File: src/rtl/spi_txn_sched_pkg.sv
// spi_txn_sched_pkg: shared types, widths and helpers for the spi transaction scheduler
package spi_txn_sched_pkg;
    localparam int ADDR_W = 3;
    localparam int MEM_DEPTH_DEF = 5;
    localparam int XFER_CYCLES_DEF = 21;
    localparam int GAP_CYCLES_DEF = 2;

    typedef enum logic [1:0] {
        IDLE = 2'd0,
        XFER = 2'd1,
        GAP  = 2'd2,
        REJ  = 2'd3
    } state_t;

    function automatic int max_int(input int a, input int b);
        return (a > b) ? a : b;
    endfunction

    function automatic logic addr_ok(input logic [ADDR_W-1:0] a, input int depth);
        return int'(a) < depth;
    endfunction
endpackage

File: src/rtl/spi_txn_sched_if.sv
// spi_txn_sched_if: requester handshake plus the control bundle driven into the spi pair
interface spi_txn_sched_if
    import spi_txn_sched_pkg::*;
#(
    parameter int NREQ = 4
);
    logic [NREQ-1:0] req;
    logic [NREQ-1:0] req_rw;
    logic [ADDR_W*NREQ-1:0] req_addr;
    logic [ADDR_W*NREQ-1:0] req_saddr;
    logic [ADDR_W*NREQ-1:0] req_raddr;
    logic [NREQ-1:0] gnt;
    logic [NREQ-1:0] done;
    logic [NREQ-1:0] err;
    logic ss;
    logic rw;
    logic [ADDR_W-1:0] addr;
    logic [ADDR_W-1:0] saddr;
    logic [ADDR_W-1:0] raddr;
    logic busy;

    modport master (
        output req, req_rw, req_addr, req_saddr, req_raddr,
        input  gnt, done, err, ss, rw, addr, saddr, raddr, busy
    );

    modport slave (
        input  req, req_rw, req_addr, req_saddr, req_raddr,
        output gnt, done, err, ss, rw, addr, saddr, raddr, busy
    );
endinterface

File: src/rtl/spi_txn_sched_rr_arbiter.sv
// spi_txn_sched_rr_arbiter: combinational round-robin pick, first set bit at or above ptr
module spi_txn_sched_rr_arbiter #(
    parameter int NREQ = 4,
    parameter int IW = (NREQ > 1) ? $clog2(NREQ) : 1
) (
    input  logic [NREQ-1:0] req,
    input  logic [IW-1:0]   ptr,
    output logic [NREQ-1:0] gnt,
    output logic [IW-1:0]   idx,
    output logic            valid
);
    logic [IW-1:0] k;

    // Scan from farthest to nearest so the closest hit to ptr is the one that sticks.
    always_comb begin
        gnt = '0;
        idx = '0;
        valid = 1'b0;
        k = '0;
        for (int i = NREQ - 1; i >= 0; i--) begin
            k = IW'((int'(ptr) + i) % NREQ);
            if (req[k]) begin
                idx = k;
                valid = 1'b1;
            end
        end
        if (valid) gnt[idx] = 1'b1;
    end
endmodule

File: src/rtl/spi_txn_sched.sv
// spi_txn_sched: round-robin owner of one spi master/slave pair; runs one full
// exchange window per grant, then a guard gap, then pulses done to the requester.
module spi_txn_sched
    import spi_txn_sched_pkg::*;
#(
    parameter int NREQ = 4,
    parameter int XFER_CYCLES = XFER_CYCLES_DEF,
    parameter int GAP_CYCLES = GAP_CYCLES_DEF,
    parameter int MEM_DEPTH = MEM_DEPTH_DEF
) (
    input logic sclk,
    input logic rst,
    spi_txn_sched_if.slave bus
);
    localparam int IW = (NREQ > 1) ? $clog2(NREQ) : 1;
    localparam int CW = $clog2(max_int(XFER_CYCLES, GAP_CYCLES) + 1);

    state_t state;
    logic [IW-1:0] ptr;
    logic [IW-1:0] g;
    logic [IW-1:0] g_next;
    logic [IW-1:0] pick_idx;
    logic [NREQ-1:0] pick;
    logic pick_valid;
    logic [CW-1:0] cnt;
    logic [ADDR_W-1:0] a;
    logic [ADDR_W-1:0] sa;
    logic [ADDR_W-1:0] ra;
    logic bad;

    // A requester is ignored while its own done is showing, so holding req
    // through done never looks like a fresh request.
    spi_txn_sched_rr_arbiter #(.NREQ(NREQ), .IW(IW)) u_arb (
        .req   (bus.req & ~bus.done),
        .ptr   (ptr),
        .gnt   (pick),
        .idx   (pick_idx),
        .valid (pick_valid)
    );

    assign a = bus.req_addr[int'(pick_idx)*ADDR_W +: ADDR_W];
    assign sa = bus.req_saddr[int'(pick_idx)*ADDR_W +: ADDR_W];
    assign ra = bus.req_raddr[int'(pick_idx)*ADDR_W +: ADDR_W];
    assign bad = !(addr_ok(a, MEM_DEPTH) && addr_ok(sa, MEM_DEPTH) && addr_ok(ra, MEM_DEPTH));
    assign g_next = (g == IW'(NREQ - 1)) ? '0 : g + 1'b1;

    always_ff @(posedge sclk) begin
        if (rst) begin
            state <= IDLE;
            ptr <= '0;
            g <= '0;
            cnt <= '0;
            bus.ss <= 1'b1;
            bus.rw <= 1'b0;
            bus.addr <= '0;
            bus.saddr <= '0;
            bus.raddr <= '0;
            bus.gnt <= '0;
            bus.done <= '0;
            bus.err <= '0;
            bus.busy <= 1'b0;
        end else begin
            bus.done <= '0;
            bus.err <= '0;
            if (|bus.done) bus.gnt <= '0;
            case (state)
                IDLE: if (pick_valid) begin
                    bus.gnt <= pick;
                    g <= pick_idx;
                    bus.rw <= bus.req_rw[pick_idx];
                    bus.addr <= a;
                    bus.saddr <= sa;
                    bus.raddr <= ra;
                    bus.busy <= 1'b1;
                    if (bad) begin
                        state <= REJ;
                    end else begin
                        state <= XFER;
                        bus.ss <= 1'b0;
                        cnt <= CW'(XFER_CYCLES - 1);
                    end
                end
                XFER: if (cnt == '0) begin
                    state <= GAP;
                    bus.ss <= 1'b1;
                    cnt <= CW'(GAP_CYCLES - 1);
                    if (GAP_CYCLES == 1) begin
                        bus.done[g] <= 1'b1;
                        ptr <= g_next;
                    end
                end else begin
                    cnt <= cnt - 1'b1;
                end
                // done is launched one edge early so it is visible on the last gap cycle.
                GAP: if (cnt == '0) begin
                    state <= IDLE;
                    bus.busy <= 1'b0;
                end else begin
                    cnt <= cnt - 1'b1;
                    if (cnt == CW'(1)) begin
                        bus.done[g] <= 1'b1;
                        ptr <= g_next;
                    end
                end
                REJ: begin
                    state <= IDLE;
                    bus.busy <= 1'b0;
                    bus.done[g] <= 1'b1;
                    bus.err[g] <= 1'b1;
                    ptr <= g_next;
                end
                default: state <= IDLE;
            endcase
        end
    end
endmodule

File: src/flat_wrapper.sv
// flat-port wrapper written by rule: the top's interface ports become plain ports
module spi_txn_sched_flat import spi_txn_sched_pkg::*;
#(
    parameter int NREQ = 4,
    parameter int XFER_CYCLES = XFER_CYCLES_DEF,
    parameter int GAP_CYCLES = GAP_CYCLES_DEF,
    parameter int MEM_DEPTH = MEM_DEPTH_DEF
)
  (sclk, rst, bus_req, bus_req_rw, bus_req_addr, bus_req_saddr, bus_req_raddr, bus_gnt, bus_done, bus_err, bus_ss, bus_rw, bus_addr, bus_saddr, bus_raddr, bus_busy);
  spi_txn_sched_if #(.NREQ(NREQ)) bus_i ();
  input logic sclk;
  input logic rst;
  input wire logic [$bits(bus_i.req)-1:0] bus_req;
  input wire logic [$bits(bus_i.req_rw)-1:0] bus_req_rw;
  input wire logic [$bits(bus_i.req_addr)-1:0] bus_req_addr;
  input wire logic [$bits(bus_i.req_saddr)-1:0] bus_req_saddr;
  input wire logic [$bits(bus_i.req_raddr)-1:0] bus_req_raddr;
  output wire logic [$bits(bus_i.gnt)-1:0] bus_gnt;
  output wire logic [$bits(bus_i.done)-1:0] bus_done;
  output wire logic [$bits(bus_i.err)-1:0] bus_err;
  output wire logic [$bits(bus_i.ss)-1:0] bus_ss;
  output wire logic [$bits(bus_i.rw)-1:0] bus_rw;
  output wire logic [$bits(bus_i.addr)-1:0] bus_addr;
  output wire logic [$bits(bus_i.saddr)-1:0] bus_saddr;
  output wire logic [$bits(bus_i.raddr)-1:0] bus_raddr;
  output wire logic [$bits(bus_i.busy)-1:0] bus_busy;
  assign bus_i.req = bus_req;
  assign bus_i.req_rw = bus_req_rw;
  assign bus_i.req_addr = bus_req_addr;
  assign bus_i.req_saddr = bus_req_saddr;
  assign bus_i.req_raddr = bus_req_raddr;
  assign bus_gnt = bus_i.gnt;
  assign bus_done = bus_i.done;
  assign bus_err = bus_i.err;
  assign bus_ss = bus_i.ss;
  assign bus_rw = bus_i.rw;
  assign bus_addr = bus_i.addr;
  assign bus_saddr = bus_i.saddr;
  assign bus_raddr = bus_i.raddr;
  assign bus_busy = bus_i.busy;
  spi_txn_sched #(.NREQ(NREQ), .XFER_CYCLES(XFER_CYCLES), .GAP_CYCLES(GAP_CYCLES), .MEM_DEPTH(MEM_DEPTH)) u_core (.sclk(sclk), .rst(rst), .bus(bus_i));
endmodule
File: config.mk
export PLATFORM = sky130hd
export DESIGN_NAME = spi_txn_sched_flat
export DESIGN_NICKNAME = d
export VERILOG_FILES = /design/src/rtl/spi_txn_sched_pkg.sv /design/src/rtl/spi_txn_sched_if.sv /design/src/rtl/spi_txn_sched_rr_arbiter.sv /design/src/rtl/spi_txn_sched.sv /design/src/flat_wrapper.sv
export SDC_FILE = /design/constraint.sdc
export NUM_CORES = 1
export LEC_CHECK = 0
export ABC_AREA = 1
export BUFFER_PORTS_ARGS = -buffer_cell sky130_fd_sc_hd__buf_2
export CAP_MARGIN = 25
export CELL_PAD_IN_SITES_DETAIL_PLACEMENT = 0
export CELL_PAD_IN_SITES_GLOBAL_PLACEMENT = 1
export CORE_MARGIN = 5
export CORE_UTILIZATION = 32
export DETAILED_ROUTE_END_ITERATION = 6
export GPL_ROUTABILITY_DRIVEN = 1
export GPL_TIMING_DRIVEN = 0
export PLACE_DENSITY_LB_ADDON = 0.1
export SLEW_MARGIN = 20
export SYNTH_ARGS = -nofsm -noshare
export SYNTH_HDL_FRONTEND = slang
export SYNTH_SLANG_ARGS = --single-unit
File: constraint.sdc
create_clock -name sclk -period 2.1 [get_ports sclk]
set_input_delay 0.42 -clock sclk [delete_from_list [all_inputs] [get_ports sclk]]
set_output_delay 0.42 -clock sclk [all_outputs]
set_load 0.005 [all_outputs]
==> results of run 1 <==
-- area by class of cell --
cell class / instances / share of cell area (%)
clock buffers: 5 / 2.138
multi-input cells: 258 / 46.97
well taps: 99 / 3.849
inverters: 47 / 5.910
flip-flops and latches: 35 / 21.93
clock inverters: 3 / 1.361
plain buffers: 12 / 3.227
repair buffers: 82 / 14.62
-- path summary, 6_finish.rpt --
check | slack [ns] | start | cells after the start | endpoint
min | 0.45 | bus_req_rw[3] | 3 | u_core.bus.rw
max reg2reg | -0.19 | u_core.ptr[1] | 20 | u_core.cnt[1]
min reg2reg | 0.45 | u_core.bus.busy | 2 | u_core.bus.busy
max | -0.19 | u_core.ptr[1] | 20 | u_core.cnt[1]
-- critical path, stage by stage, from the launching register on --
cell and delay (ns):
dfxtp_2 0.46, xnor2_4 0.17, nand2_2 0.09, nand2_2 0.08, inv_4 0.05, nand2_2 0.07
nand2_2 0.06, nand2_4 0.10, nand2_8 0.09, clkbuf_16 0.16, nand3_1 0.07, nand2_2 0.07
nor2_4 0.14, nand2_2 0.06, nand2_2 0.09, nand3_4 0.10, nand2_4 0.11, nand2_4 0.07
nand2_2 0.05, nand2_1 0.04, nor2_1 0.09
-- cell families after synthesis --
family	Yosys count
compound gates	45
xor+xnor	4
fa+ha+maj	10
buf+inv	60
flops	35
simple gates	198
-- metal layers --
layer	track usage, %	up-vias	wire length (um)
met5	0	-	0
met4	3.245	0	49
met3	2.526	4	297
met2	24.66	45	3178
met1	20.92	1077	3173
li1	-	1298	-
-- cells in the mapped netlist (5+ instances only) --
library cell,number
nand2_1,94
dfxtp_1,35
inv_1,45
nand4_1,9
nor3_1,9
nand3_1,27
nand3b_1,7
o21ai_0,16
ha_1,10
o211ai_1,5
a21oi_1,18
nor2_1,31
nand2_2,14
-- through the flow --
step,hold WS (ns),cells,setup slack [ns],setup TNS [ns],area [sq um]
2_1_floorplan,0.4402,352,0.03403,0,2322
3_3_place_gp,0.4384,520,-0.3137,-3.513,2791
3_5_place_dp,0.4403,520,-0.3199,-3.746,2791
4_1_cts,0.4439,532,-0.1922,-1.595,3009
5_1_grt,0.4553,541,-0.3967,-5.468,3218
6_report,0.4467,541,-0.1877,-1.269,3218
-- registers in the layout, indices dropped and copies added, names as in the netlist --
signal / flops
u_core.ptr: 2
u_core.cnt: 5
u_core.bus.gnt: 4
u_core.bus.done: 4
u_core.bus.err: 4
u_core.bus.saddr: 3
u_core.bus.busy: 1
u_core.bus.ss: 1
u_core.state: 2
u_core.bus.rw: 1
u_core.bus.addr: 3
u_core.bus.raddr: 3
u_core.g: 2
-- timing repair --
action | CTS | global route
setup endpoints to repair | 23 | 25
gates cloned | 2 | 1
hold buffers | 0 | 0
pin swaps | 11 | 18
buffers inserted | 3 | 8
resized for setup | 23 | 33
-- report_power, final --
part	leakage [nW]	total [W]	switching, W	internal (W)
logic	1.31	0.00352	0.00207	0.00145
clock network	0.0581	0.000614	0.000260	0.000354
registers	0.289	0.00104	0.000158	0.000884
total	1.66	0.00518	0.00249	0.00269
==> metrics.md, run 1 <==
| Metric | Value |
|---|---|
| Ys flop type | `dfxtp_1` |
| Number of synthesized flops with an enable pin | `0` |
| Synth top area cells | `dfxtp_1 30%, nand2_1 15%, inv_1 7.3%` |
| Max_slew headroom | `64.64%` |
| Antenna Nets Post-Route | `0` |
| Register area | `705.7 sq um` |
| Clk sinks | `35` |
| Max cap viols | `0` |
| Xor/xnor share of the synthesized area | `1.832%` |
| Simple logic cell fraction of the synthesized area | `39.12%` |
| Cell taking the most area after synthesis | `dfxtp_1` |
| CP Launch Type | `flip-flop` |
| Post-Syn Nets | `408` |
| CP Capture Type | `flip-flop` |
| Die area | `9060 sq um` |
| Post-Syn Area | `2322 sq um` |
| Pwr Total | `0.005180 W` |
| Clk root buf | `clkbuf_8` |
| Largest net degree at the start of global routing | `13` |
| WP data arrival | `2.52 ns` |
| Commonest non-fill, non-tap cells in the layout | `73 x nand2_1, 70 x buf_2, 43 x inv_1, 33 x dfxtp_1, 32 x nand2_2` |
| # H-tree levels | `2` |
| Ant diodes | `0` |
| Synth unique cells | `31` |
| Gpl congestion | `0.7934` |
| Worst skew pair latency | `0.29 ns` |
| Fin crit share | `108.9%` |
| Yosys top cell area share | `30.17%` |
| Fmax | `437.1 MHz` |
| Cells after Synth | `352` |
| Multiplexer share of the synthesized area | `0%` |
| IO Pins | `70` |
| Worst vdd ir | `0.9807 mV` |
| Syn-to-layout area delta | `38.58%` |
| DP HPWL | `5107 um` |
| Global-route wire length before repair | `10930 um` |
| Multi-input gate area | `1511 sq um` |
| YS warnings | `0` |
| Synth Area in Adders | `5.388%` |
| Core ar. | `7176 sq um` |
| Slew @ Worst Pin | `0.5303 ns` |
| Compound-Gate Fraction of Synth Area | `11.31%` |
| Vias in the first global route | `2287` |
| Final hold vios | `0` |
| Worst path required time | `2.33 ns` |
| Clock-pin slew on the worst setup and hold paths | `0.08 ns` |
| Layout cell share with drive strength beyond 1 | `36.20%` |
| Leakage | `1.659 nW` |
| Commonest non-fill, non-tap cell in the layout | `nand2_1` |
| Fin nets | `497` |
| Routed wire length | `6698 um` |
| DRT iter0 DRCs | `59` |
| Unrepaired setup endpoints after global routing | `yes` |
| Vias per cell | `4.481` |
| Chip width | `95.19 um` |
| Power per cell area | `1610 nW/um^2` |
| Filler Cells Inserted | `793` |
| Starting Density | `32.36%` |
| Final WS setup | `-0.1877 ns` |
| HP Class | `in -> reg` |
| Total Routing Usage GR | `15.13%` |
| Gr ovfl total | `0` |
| Synth Area per Inst | `6.597 sq um` |
| Failing checks | `negative setup slack` |
| CTS max path bufs | `2` |
| Number of vias after detailed routing | `2424` |
| Largest family of logic cells by synthesized area | `simple AND/OR/NAND/NOR gates` |
| Clock period minus worst slack | `2.288 ns` |
| Post-DR wirelength/cell | `12.38 um` |
| Fraction of registers with async set/reset | `0%` |
| TritonCTS clock tree | `yes` |
| Worst-path maximum fanout | `6` |
| Die Ht | `95.19 um` |
| Antenna violations before repair | `0` |
| Status | `finished with violations` |
| # rows | `31` |
| Final setup violation count | `14` |
| Cts bufs inserted | `5` |
| Final Max Tran Viols | `0` |
| Total iterations of the first detailed-routing run | `4` |
| Setup Skew | `0.008359 ns` |
| Setup CP Type | `reg -> reg` |
| Port bufs | `69` |
| Final core area utilization | `44.85%` |
| FF+latch count, synth | `35` |
| Sequential fraction of the synthesis area | `30.17%` |
| Post-route DRC | `0` |
Power figures use the tool's default switching activity.
==> run 2: changes to the inputs <==
--- a/config.mk
+++ b/config.mk
@@ -10,7 +10,7 @@
 export CAP_MARGIN = 25
 export CELL_PAD_IN_SITES_DETAIL_PLACEMENT = 0
 export CELL_PAD_IN_SITES_GLOBAL_PLACEMENT = 1
-export CORE_MARGIN = 5
+export CORE_MARGIN = 10
 export CORE_UTILIZATION = 32
 export DETAILED_ROUTE_END_ITERATION = 6
 export GPL_ROUTABILITY_DRIVEN = 1
==> metrics.md, run 2 (synthesis gave the netlist of run 1 again) <==
| Metric | Value |
|---|---|
| DRT iter0 DRCs | `83 (+41%)` |
| Syn-to-layout area delta | `47.58%` |
| # H-tree levels | `2 (unchanged)` |
| Worst skew pair latency | `0.29 ns (about the same)` |
| Gpl congestion | `0.7982 (+0.60%)` |
| Post-Place Setup Slack | `-0.3007 ns (+0.01917 ns)` |
| Fin cells | `546 (+0.92%)` |
| Die area | `11060 sq um (+22%)` |
| Chip width | `105.2 um (+11%)` |
| Cts bufs inserted | `5 (unchanged)` |
| Worst vdd ir | `0.9250 mV (-5.7%)` |
| Global-route wire length before repair | `11410 um (+4.4%)` |
| Fin crit share | `110.6% (+1.7 points)` |
| Int Pwr | `0.002997 W (+12%)` |
| Post-route DRC | `0 (unchanged)` |
| Commonest non-fill, non-tap cell in the layout | `buf_2` |
| Ant diodes | `0 (unchanged)` |
| Routed wire length | `7114 um (+6.2%)` |
| Clock period minus worst slack | `2.323 ns (+0.03498 ns)` |
| Starting Density | `33.62% (+1.3 points)` |
| CP Launch Type | `flip-flop` |
| Antenna violations before repair | `0 (unchanged)` |
| Worst-path cell chain | `xor2_1 > nand2_2 > nand2_2 > inv_4 > nand2_2 > nand2_2 > nand2_4 > nand2_4 > buf_12 > buf_12 > nand3_2 > nand2_2 > nor2_4 > nand2_2 > nand2_4 > nand3_4 > nand2_4 > nand2_4 > nor2_1 > nor2_1` |
| Worst path required time | `2.29 ns (-0.04 ns)` |
| DP HPWL | `5425 um (+6.2%)` |
| Core ar. | `6907 sq um (-3.7%)` |
| Worst reg2reg startpoint | `u_core.ptr[0]` |
| Post-DP Area | `2788 sq um (-0.13%)` |
| Delay of the slowest critical-path stage | `0.46 ns (about the same)` |
| Clock-pin slew on the worst setup and hold paths | `0.08 ns (about the same)` |
| Setup CP Type | `reg -> reg` |
| CP Capture Type | `flip-flop` |
| Top delay family on crit path | `simple AND/OR/NAND/NOR gates` |
| Final hold vios | `0 (unchanged)` |
| Clk sinks | `35 (unchanged)` |
| WP data arrival | `2.52 ns (about the same)` |
| Pwr Total | `0.005665 W (+9.4%)` |
| Fmax | `430.5 MHz (-1.5%)` |
| Layout cell share with drive strength beyond 1 | `42.22% (+6.0 points)` |
| Final WS setup | `-0.2227 ns (-0.03498 ns)` |
| # rows | `30 (-3.2%)` |
| Port bufs | `69 (unchanged)` |
| Total iterations of the first detailed-routing run | `5 (+1)` |
| Number of vias after detailed routing | `2509 (+3.5%)` |
| Met1 Usage GRT | `14.45% (-6.5 points)` |
| Final setup violation count | `13 (-1)` |
| Slowest cell on the critical path | `dfxtp_4` |
| Setup Skew | `0.009157 ns (+0.0007982 ns)` |
| Flop pwr share | `18.4% (-1.7 points)` |
| Die Ht | `105.2 um (+11%)` |
| Clk root buf | `clkbuf_8` |
| Max cap viols | `0 (unchanged)` |
| Most flop-heavy register | `u_core.cnt` |
| Max_slew headroom | `65.59% (+0.95 points)` |
| GR peak layer | `met2` |
| WP buf/inv | `3 (+1)` |
| Total Routing Usage GR | `12.01% (-3.1 points)` |
| P_sw | `0.002668 W (+7.0%)` |
| TritonCTS clock tree | `yes` |
| CTS max path bufs | `2 (unchanged)` |
| Status | `finished with violations` |
| Vias per cell | `4.595 (+2.6%)` |
| R2r setup slk | `-0.22 ns (-0.03 ns)` |
| Critical path launch point | `u_core.ptr[0]` |
| Final Max Tran Viols | `0 (unchanged)` |
| Max reg flops | `5 (unchanged)` |
| Fin area | `3427 sq um (+6.5%)` |
| Commonest non-fill, non-tap cells in the layout | `70 x buf_2, 63 x nand2_1, 44 x inv_1, 36 x nand2_2, 33 x dfxtp_1` |
| Failing checks | `negative setup slack` |
| Combinational share of power | `70.9% (+2.9 points)` |
| Post-Place Cells | `517 (-0.58%)` |
| Worst-path maximum fanout | `7 (+1)` |
| Slew @ Worst Pin | `0.5162 ns (-0.01418 ns)` |
| Post-DR wirelength/cell | `13.03 um (+5.2%)` |
| Met2 track demand over resource | `21.09% (-3.6 points)` |
| Gr ovfl total | `0 (unchanged)` |
| Vias in the first global route | `2495 (+9.1%)` |
| HP Class | `in -> reg` |
| Cell mode on critical path | `nand2_2` |
| Unrepaired setup endpoints after global routing | `yes` |
| Min-delay src | `bus_req_rw[3]` |
| Fin nets | `505 (+1.6%)` |
| Largest net degree at the start of global routing | `13 (unchanged)` |
| Leakage | `1.757 nW (+5.9%)` |
| IO Pins | `70 (unchanged)` |
| Antenna Nets Post-Route | `0 (unchanged)` |
| Power per cell area | `1653 nW/um^2 (+2.7%)` |
| Met3 Resource Use GR | `2.887% (+0.36 points)` |
| Clock share of power | `10.8% (-1.0 points)` |
| Switching share of power | `47.09% (-1.0 points)` |
==> run 2: cell count changes in the layout (fill, tap and decap cells not counted), sizes merged <==
| cell | previous run | this run |
|---|---|---|
| buf | 89 | 98 |
| clkbuf | 10 | 9 |
==> run 2: metal layers <==
layer | vias to the layer above | share of wire (%)
li1 | 1319 | -
met1 | 1152 | 47
met4 | 0 | 0.25
met2 | 36 | 49
met5 | - | 0
met3 | 2 | 3.7
==> run 2: cell type report <==
cell class | count | area [sq um]
Multi-Input combinational cell | 258 | 1633
Clock buffer | 5 | 68.82
Clock inverter | 3 | 43.79
Buffer | 12 | 101.3
Tap cell | 96 | 120.1
Inverter | 47 | 190.2
Fill cell | 769 | 3480
Timing Repair Buffer | 90 | 564.3
Sequential cell | 35 | 705.7
==> run 2: final timing paths <==
| path | to | cells after the start |
|---|---|---|
| setup / recovery | u_core.cnt[1] | 20 |
| hold / removal | u_core.bus.rw | 3 |
| setup reg to reg | u_core.cnt[1] | 20 |
| hold reg to reg | u_core.bus.busy | 2 |
==> run 2: worst reg2reg max path, stage by stage (launching register included) <==
cell,delay [ns]
dfxtp_4,0.46
xor2_1,0.19
nand2_2,0.08
nand2_2,0.08
inv_4,0.06
nand2_2,0.06
nand2_2,0.06
nand2_4,0.08
nand2_4,0.07
buf_12,0.14
buf_12,0.13
nand3_2,0.06
nand2_2,0.06
nor2_4,0.13
nand2_2,0.08
nand2_4,0.08
nand3_4,0.09
nand2_4,0.11
nand2_4,0.07
nor2_1,0.09
nor2_1,0.05
==> run 2: power by group through the flow <==
| stage | combinational [W] | sequential (W) | clock (W) |
|---|---|---|---|
| detailed placement | 0.00285 | 0.00103 | 0 |
| global route | 0.00445 | 0.00107 | 0.000647 |
| floorplan | 0.00213 | 0.00102 | 0 |
| finish | 0.00401 | 0.00104 | 0.000610 |
| CTS | 0.00355 | 0.00104 | 0.000631 |
| global placement | 0.00285 | 0.00103 | 0 |
==> run 2: what timing repair did <==
item,CTS,global route
pin swaps,11,22
setup buffers,13,8
cloned,3,0
gates resized for setup,41,47
hold buffers,0,0
endpoints found under the setup margin,21,25
==> run 2: stage by stage <==
stage,hold WS (ns),utilization [%],TNS [ns]
finish,0.4458,49.62,-1.581
global route,0.4712,49.62,-6.009
CTS,0.4444,46.23,-1.625
detailed placement,0.4415,40.36,-2.944
global placement,0.4365,40.36,-3.059
floorplan,0.4402,-,0
==> run 3: changes to the inputs <==
--- a/config.mk
+++ b/config.mk
@@ -15,7 +15,7 @@
 export DETAILED_ROUTE_END_ITERATION = 6
 export GPL_ROUTABILITY_DRIVEN = 1
 export GPL_TIMING_DRIVEN = 0
-export PLACE_DENSITY_LB_ADDON = 0.1
+export PLACE_DENSITY = 0.8
 export SLEW_MARGIN = 20
 export SYNTH_ARGS = -nofsm -noshare
 export SYNTH_HDL_FRONTEND = slang
==> metrics.md, run 3 (synthesis gave the netlist of run 1 again) <==
| Metric | Value |
|---|---|
| Status | `finished with violations` |
| Failing checks | `negative setup slack` |
| HP Class | `in -> reg` |
| Pwr Total | `0.005548 W (-2.1%)` |
| Syn-to-layout area delta | `47.36%` |
| Post-DR wirelength/cell | `13.27 um (+1.8%)` |
| Fin crit share | `111.4% (+0.77 points)` |
| Gr ovfl total | `0 (unchanged)` |
| Slew @ Worst Pin | `0.4959 ns (-0.02031 ns)` |
| Final setup violation count | `11 (-2)` |
| Leakage | `1.770 nW (+0.73%)` |
| Gpl congestion | `0.7844 (-1.7%)` |
| Filler Cells Inserted | `707 (-8.1%)` |
| Vias in the first global route | `2557 (+2.5%)` |
| Hold-fix buffers at CTS | `0 (unchanged)` |
| Final WS setup | `-0.2388 ns (-0.01610 ns)` |
| Clock period minus worst slack | `2.339 ns (+0.01610 ns)` |
| WP data arrival | `2.54 ns (+0.02 ns)` |
| Post-route DRC | `0 (unchanged)` |
| Cts bufs inserted | `5 (unchanged)` |
| Final core area utilization | `49.55% (-0.073 points)` |
| Final Max Tran Viols | `0 (unchanged)` |
| Delay of the slowest critical-path stage | `0.41 ns (-0.05 ns)` |
| Chip width | `105.2 um (unchanged)` |
| Clock-pin slew on the worst setup and hold paths | `0.08 ns (about the same)` |
| Power per cell area | `1621 nW/um^2 (-1.9%)` |
| Cell mode on critical path | `nand2_2` |
| Setup CP Type | `reg -> reg` |
| Antenna violations before repair | `0 (unchanged)` |
| Max reg flops | `5 (unchanged)` |
| Antenna Nets Post-Route | `0 (unchanged)` |
| Post-Place Setup Slack | `-0.3129 ns (-0.01222 ns)` |
| Register area | `705.7 sq um (unchanged)` |
| CP Launch Type | `flip-flop` |
| Commonest non-fill, non-tap cells in the layout | `71 x nand2_1, 70 x buf_2, 43 x inv_1, 33 x dfxtp_1, 32 x nand2_2` |
| Port bufs | `69 (unchanged)` |
| Fin nets | `517 (+2.4%)` |
| IO Pins | `70 (unchanged)` |
| Slowest cell on the critical path | `dfxtp_4` |
| Starting Density | `33.62% (unchanged)` |
| Unrepaired setup endpoints after global routing | `yes` |
| Ant diodes | `0 (unchanged)` |
| Post-DP Area | `2788 sq um (unchanged)` |
| Vias per cell | `4.679 (+1.8%)` |
| DRT iter0 DRCs | `85 (+2.4%)` |
| # H-tree levels | `2 (unchanged)` |
| Worst-path maximum fanout | `7 (unchanged)` |
| Multi-input gate area | `1587 sq um (-2.8%)` |
| Largest net degree at the start of global routing | `13 (unchanged)` |
| Layout cell share with drive strength beyond 1 | `41.99% (-0.23 points)` |
| Setup Skew | `0.01245 ns (+0.003294 ns)` |
| Worst path required time | `2.30 ns (about the same)` |
| Total Routing Usage GR | `12.65% (+0.64 points)` |
| Clk root buf | `clkbuf_8` |
| Total iterations of the first detailed-routing run | `5 (unchanged)` |
| Die area | `11060 sq um (unchanged)` |
| CP Capture Type | `flip-flop` |
| Die Ht | `105.2 um (unchanged)` |
| Worst skew pair latency | `0.30 ns (about the same)` |
| Commonest non-fill, non-tap cell in the layout | `nand2_1` |
| Worst-path cell chain | `xnor2_4 > nand2_2 > nand2_2 > inv_4 > nand2_2 > nand2_2 > nand2_4 > nand2_8 > buf_6 > nand3_2 > nand2_1 > nor2_2 > nand2_1 > nand2_2 > nand3_4 > nand2_4 > nand2_4 > nor2_1 > nor2_1` |
| Clk sinks | `35 (unchanged)` |
| Max_slew headroom | `66.94% (+1.4 points)` |
| # rows | `30 (unchanged)` |
| Number of vias after detailed routing | `2611 (+4.1%)` |
| DP HPWL | `5353 um (-1.3%)` |
| Fin area | `3422 sq um (-0.15%)` |
| Most flop-heavy register | `u_core.cnt` |
| Worst vdd ir | `0.5415 mV (-41%)` |
| Core ar. | `6907 sq um (unchanged)` |
| Global-route wire length before repair | `11840 um (+3.8%)` |
| Final hold vios | `0 (unchanged)` |
| Fmax | `427.6 MHz (-0.69%)` |
| Routed wire length | `7403 um (+4.1%)` |
| CTS max path bufs | `2 (unchanged)` |
| Max cap viols | `0 (unchanged)` |
| TritonCTS clock tree | `yes` |
==> run 3: cell type report <==
cell class,instances,area share (%)
Buffer,12,3.071
Clock buffer,5,2.011
Clock inverter,3,0.5850
Inverter,47,5.558
Multi-Input combinational cell,259,46.36
Sequential cell,35,20.62
Tap cell,96,3.510
Timing Repair Buffer,101,18.28
==> run 3: what timing repair did <==
action / CTS / global route
pin swaps: 17 / 27
gates resized for setup: 44 / 35
cloned: 5 / 0
setup buffers: 21 / 10
setup endpoints to repair: 11 / 24
==> run 3: where the power goes <==
group / total, W / switching [W] / internal [W]
Sequential: 0.00104 / 0.000153 / 0.000884
Combinational: 0.00400 / 0.00223 / 0.00178
Clock: 0.000505 / 0.000275 / 0.000231
Total: 0.00555 / 0.00266 / 0.00289
==> run 3: path summary, 6_finish.rpt <==
kind | slack [ns] | from | depth (start not counted) | endpoint
setup / recovery | -0.24 | u_core.ptr[0] | 19 | u_core.cnt[3]
hold / removal | 0.42 | bus_req_rw[3] | 3 | u_core.bus.rw
setup reg to reg | -0.24 | u_core.ptr[0] | 19 | u_core.cnt[3]
hold reg to reg | 0.45 | u_core.bus.busy | 2 | u_core.bus.busy
==> run 3: worst max-delay path: cells and delay by family, from the launching register on <==
family,cells,cell delay (ns)
buf+inv,2,0.20
flops,1,0.41
simple gates,16,1.41
xor+xnor,1,0.23
==> run 3: metrics by stage <==
step | setup TNS, ns | instances | hold WS [ns]
2_1_floorplan | 0 | 352 | 0.4402
3_3_place_gp | -2.359 | 517 | 0.4372
3_5_place_dp | -2.491 | 517 | 0.4438
4_1_cts | -1.071 | 550 | 0.4205
5_1_grt | -3.507 | 558 | 0.4300
6_report | -1.743 | 558 | 0.4177
==> run 3: per-layer routing <==
metal / up-vias / track usage (%) / part of all wire [%]
met1: 1208 / 14.79 / 43
met3: 11 / 2.641 / 4.1
li1: 1346 / - / -
met2: 46 / 22.15 / 51
met5: - / 0 / 0
met4: 0 / 4.412 / 2.0
